## config.mk

```make
export PLATFORM = sky130hd
export DESIGN_NAME = baud_tick_gen
export DESIGN_NICKNAME = d
export VERILOG_FILES = /design/src/rtl/uart_pkg.sv /design/src/rtl/baud_frac_acc.sv /design/src/rtl/baud_tick_gen.sv
export SDC_FILE = /design/constraint.sdc
export NUM_CORES = 1
export LEC_CHECK = 0
export ABC_AREA = 1
export CORE_UTILIZATION = 55
export DETAILED_ROUTE_END_ITERATION = 7
export PLACE_DENSITY_LB_ADDON = 0.1
export SLEW_MARGIN = 20
export SYNTH_ARGS = -nofsm -noshare
export SYNTH_HDL_FRONTEND = slang
export SYNTH_SLANG_ARGS = --single-unit
export TNS_END_PERCENT = 10
```

## constraint.sdc

```tcl
create_clock -name clk -period 3.4 [get_ports clk]
set_input_delay 0.34 -clock clk [delete_from_list [all_inputs] [get_ports clk]]
set_output_delay 0.34 -clock clk [all_outputs]
set_load 0.01 [all_outputs]
```

## src/rtl/uart_pkg.sv

```systemverilog
// -----------------------------------------------------------------------------
// uart_pkg
// Shared UART constants: default baud generator widths, oversampling ratio
// and the divisor loaded at reset. The RX/TX oversampling FSMs import the
// same values so they agree with the tick generator on OSR.
// No ports (package).
// -----------------------------------------------------------------------------
package uart_pkg;

  // Integer and fractional divisor widths.
  localparam int BAUD_N   = 16;
  localparam int BAUD_F   = 4;

  // Oversampling ratio (power of two, >= 2).
  localparam int BAUD_OSR = 16;

  // Divisor active straight out of reset.
  localparam int BAUD_DIV_INIT_INT  = 65;
  localparam int BAUD_DIV_INIT_FRAC = 0;

  // Divisors below two would give back-to-back ticks; clamp them.
  localparam int BAUD_DIV_MIN = 2;

endpackage : uart_pkg

```

## src/rtl/baud_frac_acc.sv

```systemverilog
// -----------------------------------------------------------------------------
// baud_frac_acc
// Fractional phase accumulator for the baud tick generator. At every period
// boundary the fractional divisor is added to the accumulator; the carry out
// becomes o_ext, which lengthens the following period by one cycle.
//
// Ports:
//   clk        in   clock, rising edge
//   reset_n    in   asynchronous active-low reset
//   i_clr      in   clear accumulator and carry (phase restart / new divisor)
//   i_acc_en   in   period boundary: accumulate i_frac
//   i_frac     in   active fractional divisor [F]
//   o_ext      out  extend the current period by one cycle
// -----------------------------------------------------------------------------
module baud_frac_acc #(
  parameter int F = 4
) (
  input  logic         clk,
  input  logic         reset_n,
  input  logic         i_clr,
  input  logic         i_acc_en,
  input  logic [F-1:0] i_frac,
  output logic         o_ext
);

  logic [F-1:0] r_frac_acc;
  logic         r_ext;
  logic [F:0]   w_sum;

  assign w_sum = {1'b0, r_frac_acc} + {1'b0, i_frac};

  // Clear wins over accumulate so a newly applied divisor starts from a
  // clean phase even when it lands on a boundary.
  always_ff @(posedge clk or negedge reset_n) begin
    if (!reset_n) begin
      r_frac_acc <= '0;
      r_ext      <= 1'b0;
    end else if (i_clr) begin
      r_frac_acc <= '0;
      r_ext      <= 1'b0;
    end else if (i_acc_en) begin
      {r_ext, r_frac_acc} <= w_sum;
    end
  end

  assign o_ext = r_ext;

endmodule : baud_frac_acc

```

## src/rtl/baud_tick_gen.sv

```systemverilog
// -----------------------------------------------------------------------------
// baud_tick_gen
// Programmable fractional baud-rate tick generator. Divides clk by
// div_int + div_frac/2^F (average), emitting s_tick once per period and
// bit_tick on every OSR-th s_tick.
//
// Ports:
//   clk        in   clock, rising edge
//   reset_n    in   asynchronous active-low reset
//   en         in   counting enable
//   sync_clr   in   phase restart (RX start-bit alignment), beats en and tick
//   div_int    in   requested integer divisor [N]
//   div_frac   in   requested fractional divisor [F]
//   div_load   in   one-cycle pulse capturing div_int/div_frac into shadow
//   div_busy   out  a shadow divisor is pending
//   s_tick     out  one-cycle oversampling tick
//   bit_tick   out  one-cycle bit tick (every OSR-th s_tick)
//
// Load protocol: div_load is a fire-and-forget pulse (no ready). The value
// goes into a shadow register and div_busy rises the next cycle. The shadow
// is copied to the active divisor at the next period boundary, sync_clr or
// any idle (en=0) edge; div_busy falls the cycle after. A load while busy
// overwrites the shadow; a load on the applying edge waits for the next one.
// -----------------------------------------------------------------------------
module baud_tick_gen
  import uart_pkg::*;
#(
  parameter int N             = BAUD_N,
  parameter int F             = BAUD_F,
  parameter int OSR           = BAUD_OSR,
  parameter int DIV_INIT_INT  = BAUD_DIV_INIT_INT,
  parameter int DIV_INIT_FRAC = BAUD_DIV_INIT_FRAC
) (
  input  logic         clk,
  input  logic         reset_n,
  input  logic         en,
  input  logic         sync_clr,
  input  logic [N-1:0] div_int,
  input  logic [F-1:0] div_frac,
  input  logic         div_load,
  output logic         div_busy,
  output logic         s_tick,
  output logic         bit_tick
);

  localparam int             OSW       = $clog2(OSR);
  localparam logic [N-1:0]   INIT_INT  = N'(DIV_INIT_INT);
  localparam logic [F-1:0]   INIT_FRAC = F'(DIV_INIT_FRAC);
  localparam logic [OSW-1:0] OS_LAST   = OSW'(OSR - 1);
  localparam logic [N:0]     LEN_MIN   = (N+1)'(BAUD_DIV_MIN);

  logic [N-1:0]   r_cnt;
  logic [OSW-1:0] r_os_cnt;
  logic [N-1:0]   r_act_int;
  logic [F-1:0]   r_act_frac;
  logic [N-1:0]   r_sh_int;
  logic [F-1:0]   r_sh_frac;
  logic           r_pending;

  logic           w_ext;
  logic [N:0]     w_base;
  logic [N:0]     w_len;
  logic [N:0]     w_last;
  logic           w_at_end;
  logic           w_apply;

  // Period length: clamped integer divisor plus the fractional carry.
  // One extra bit so the largest divisor plus carry cannot overflow.
  assign w_base   = ({1'b0, r_act_int} < LEN_MIN) ? LEN_MIN : {1'b0, r_act_int};
  assign w_len    = w_base + {{N{1'b0}}, w_ext};
  assign w_last   = w_len - (N+1)'(1);
  assign w_at_end = ({1'b0, r_cnt} == w_last);

  assign s_tick   = en & ~sync_clr & w_at_end;
  assign bit_tick = s_tick & (r_os_cnt == OS_LAST);
  assign div_busy = r_pending;

  // The shadow may only be applied when no period is in flight: at a
  // boundary, on a phase restart, or while counting is frozen.
  assign w_apply  = r_pending & (sync_clr | ~en | s_tick);

  // Period and oversample counters.
  always_ff @(posedge clk or negedge reset_n) begin
    if (!reset_n) begin
      r_cnt    <= '0;
      r_os_cnt <= '0;
    end else if (sync_clr) begin
      r_cnt    <= '0;
      r_os_cnt <= '0;
    end else if (en) begin
      if (s_tick) begin
        r_cnt    <= '0;
        r_os_cnt <= (r_os_cnt == OS_LAST) ? '0 : r_os_cnt + 1'b1;
      end else begin
        r_cnt    <= r_cnt + 1'b1;
      end
    end
  end

  // Active/shadow divisor registers. The active copy takes the shadow value
  // held before this edge, so a load on the applying edge stays pending.
  always_ff @(posedge clk or negedge reset_n) begin
    if (!reset_n) begin
      r_act_int  <= INIT_INT;
      r_act_frac <= INIT_FRAC;
      r_sh_int   <= INIT_INT;
      r_sh_frac  <= INIT_FRAC;
      r_pending  <= 1'b0;
    end else begin
      if (w_apply) begin
        r_act_int  <= r_sh_int;
        r_act_frac <= r_sh_frac;
      end
      if (div_load) begin
        r_sh_int  <= div_int;
        r_sh_frac <= div_frac;
        r_pending <= 1'b1;
      end else if (w_apply) begin
        r_pending <= 1'b0;
      end
    end
  end

  // A new divisor or a phase restart discards the accumulated fraction.
  baud_frac_acc #(
    .F        (F)
  ) u_frac_acc (
    .clk      (clk),
    .reset_n  (reset_n),
    .i_clr    (sync_clr | w_apply),
    .i_acc_en (s_tick),
    .i_frac   (r_act_frac),
    .o_ext    (w_ext)
  );

endmodule : baud_tick_gen
```

==> metrics.csv <==
stage;metric;value;unit
sta;worst_slack;0.204;ns
final_layout;drive_above_1_share;19.9;%
synth;synth_seq_area_share;41.9;%
synth;synthCells;479;
die;rows;30;
clock_network;clockRootBuffer;clkbuf_8;
final_layout;mostFrequentLayoutCells;nand2_1, dfrtp_1, inv_1;
worst_setup_path;crit_path_start_kind;flop;
worst_setup_path;worst-setup-path-type;flop to primary output;
die;fp.dieW;86.7;µm
sta;skew;0.00951;ns
sta;maxSlewHeadroom;44.5;%
synth;synth_cell_types;39;
sta;worst_slew_pin_slew;0.832;ns
global_route;antenna_found_initial;0;
power_and_ir_drop;p_total;2.28;mW
placement;pre_cts_ws;0.0552;ns
synth;synth-async-reset-ratio;100;%
global_route;grt_usage;25.3;%
clock_network;cts_buffers;9;
drt;vias;3279;
worst_setup_path;path_buf_inv;2;
synth;synth_top_flop_cell;dfrtp_1;
synth;synth-edff-count;0;
sta;hold_viol;0;
sta;drv_slew;0;
worst_setup_path;cpMaxStageDelayCell;dfrtp_1;
power_and_ir_drop;switchingPower;738;µW
die;ioPinCount;28;
power_and_ir_drop;peakVddDrop;275;µV
drt;postRouteAntennaNets;0;
sta;max_freq;313;MHz
synth;yosys_warnings;0;
worst_hold_path;hold_path_class;input pin to asynchronous set/reset pin;
global_route;grt_pass1_vias;3096;
clock_network;htree_num_levels;3;
global_route;overflow;0;
power_and_ir_drop;p_int;1.54;mW
final_layout;final_common_cell;nand2_1;
status;outcome;finished, final reports clean;
final_layout;design_area;4750;µm²
sta;setup_tns;0;ns
final_layout;fin_nets;562;
worst_setup_path;worst_ep_arrival_time;2.86;ns
sta;finalCriticalPeriod;3.20;ns
clock_network;cts_tree;yes;
synth;avgSynthCellArea;8.25;µm²
clock_network;clock_latency;0.35;ns
final_layout;antenna_cells;0;
clock_network;clock_path_buffers;2;
worst_setup_path;cp.depth;17;
worst_setup_path;worstPathRequired;3.06;ns
worst_setup_path;crit_family;simple AND/OR/NAND/NOR gates;
synth;yosys_register_bits;66;
clock_network;numClockSinks;66;
clock_network;path_clk_slew;0.08;ns
placement;placedCellCount;609;
drt;vias_per_cell;5.21;
die;start_util;57.5;%
drt;drt_iter0_drc;253;
die;core;6870;µm²
worst_setup_path;cp_max_fo;6;
drt;wl;8680;µm
final_layout;stdcell_count;629;
global_route;grt_max_degree;67;
placement;placed_cell_area;4400;µm²
worst_setup_path;reg2reg_depth;20;
placement;dp_hpwl;6050;µm
synth;netlist_area;3950;µm²
power_and_ir_drop;p_per_area;479;nW/µm²
placement;port_buffers;27;
drt;wl_per_cell;13.8;µm
die;fp.dieH;86.7;µm
placement;gp_congestion;0.941;
final_layout;utilization;69.1;%
synth;synth_fp_nets;513;
drt;drc;0;
final_layout;synthToLayoutAreaGrowth;20.2;%
power_and_ir_drop;leakagePower;2.20;nW
global_route;grt_pass1_wl;14500;µm
sta;holdWs;0.148;ns
clock_network;holdBufCountCts;0;
sta;setup_viol_count_final;0;
worst_setup_path;cp_cell_sequence;nor2_4 -> nand2_1 -> nor2_2 -> nand2_2 -> nand2_2 -> ha_4 -> nor3b_4 -> buf_6 -> nand2_1 -> nand2_1 -> nand3_1 -> nor2_1 -> nand4_1 -> nor2_2 -> nand4_4 -> nor3_2 -> buf_2;
sta;finalCritPeriodShare;94.0;%
worst_setup_path;timing.critical_path.mode_cell;nand2_1;
die;dieArea;7520;µm²
drt;dr.pass1.iters;7;
flow_run;cap_violations;0;
power_and_ir_drop;combPwrFrac;27.0;%
power_and_ir_drop;seqPwrFrac;39.7;%
worst_setup_path;cp-end-kind;primary output;
power_and_ir_drop;clkPwrFrac;33.3;%
power_and_ir_drop;swShare;32.4;%
worst_setup_path;max_stage_delay;0.41;ns
[path summary, 6_finish.rpt]
kind / start / to / slack (ns)
min reg2reg: r_sh_int[6] / r_act_int[6] / 0.50
min: reset_n / r_cnt[6] / 0.15
max in group asynchronous: reset_n / r_act_int[1] / 2.62
max reg2reg: r_act_int[7] / r_act_int[12] / 0.27
max: r_act_int[7] / bit_tick / 0.20
min in group clk: div_load / r_sh_int[0] / 0.46
[sequential cells by signal (all words and copies together) (netlist names)]
register	count
r_act_frac	4
r_os_cnt	4
r_act_int	16
r_sh_int	16
u_frac_acc.r_frac_acc	4
r_sh_frac	4
r_cnt	16
u_frac_acc.o_ext	1
div_busy	1
[repair_timing]
item / 4_1_cts / 5_1_grt
buffers inserted: 0 / 3
pin swaps: 0 / 11
gates cloned: 0 / 1
setup endpoints to repair: 2 / 27
gates resized for setup: 6 / 24
[synthesized netlist by cell type, types with 3 or more instances]
cell / number / area, µm²
a21oi_1: 7 / 35.0
buf_2: 4 / 20.0
buf_6: 5 / 56.3
clkbuf_1: 6 / 22.5
dfrtp_1: 62 / 1550
dfstp_2: 4 / 105
ha_1: 8 / 100
inv_1: 58 / 218
nand2_1: 107 / 402
nand3_1: 32 / 160
nand3b_1: 3 / 22.5
nand4_1: 11 / 68.8
nor2_1: 38 / 143
nor2_2: 5 / 31.3
nor3_1: 9 / 45.0
o21ai_0: 26 / 130
o21ai_1: 3 / 15.0
o21ai_2: 20 / 175
o22ai_1: 13 / 81.3
xnor2_1: 13 / 114
xor2_1: 23 / 201
[power by group through the flow]
stage / Sequential (mW) / Clock, mW / Combinational [mW]
global placement: 0.912 / 0 / 0.553
CTS: 0.900 / 0.766 / 0.572
floorplan: 0.917 / 0 / 0.385
detailed placement: 0.915 / 0 / 0.561
global route: 0.913 / 0.807 / 0.683
finish: 0.903 / 0.758 / 0.615
[worst reg2reg max path, stage by stage (launching register included)]
cell and delay (ns):
dfrtp_1 0.41, nor2_4 0.11, nand2_1 0.07, nor2_2 0.15, nand2_2 0.08, nand2_2 0.07
ha_4 0.15, nor3b_4 0.27, buf_6 0.17, nand2_1 0.08, nand2_1 0.06, nand3_1 0.06
nor2_1 0.12, nand4_1 0.11, nor2_2 0.17, nand4_4 0.15, buf_4 0.18, nand2_4 0.25
nand2_8 0.17, nand2_1 0.14, o21ai_2 0.05
[metal layers]
| metal | track usage (%) | up-vias | share of wire, % |
|---|---|---|---|
| met5 | 0 | - | 0 |
| met2 | 39.1 | 88 | 46 |
| met3 | 5.14 | 20 | 4.0 |
| met1 | 34.9 | 1522 | 48 |
| met4 | 10.5 | 0 | 2.4 |
| li1 | - | 1649 | - |
[final cells by class]
class	instances	area (µm²)
fillers	567	2120
multi-input cells	338	2070
flip-flops and latches	66	1660
repair buffers	53	453
inverters	60	225
clock buffers	9	124
well taps	96	120
clock inverters	7	101
[cell families after synthesis]
family	synth area share, %
and+or+nand+nor	26.1
buffers and inverters	8.39
AOI/OAI and AO/OA	11.4
DFF	41.9
xor gates and xnor gates	9.12
adders and majority gates	3.04
Note: power is estimated with default switching activity, not from simulation.
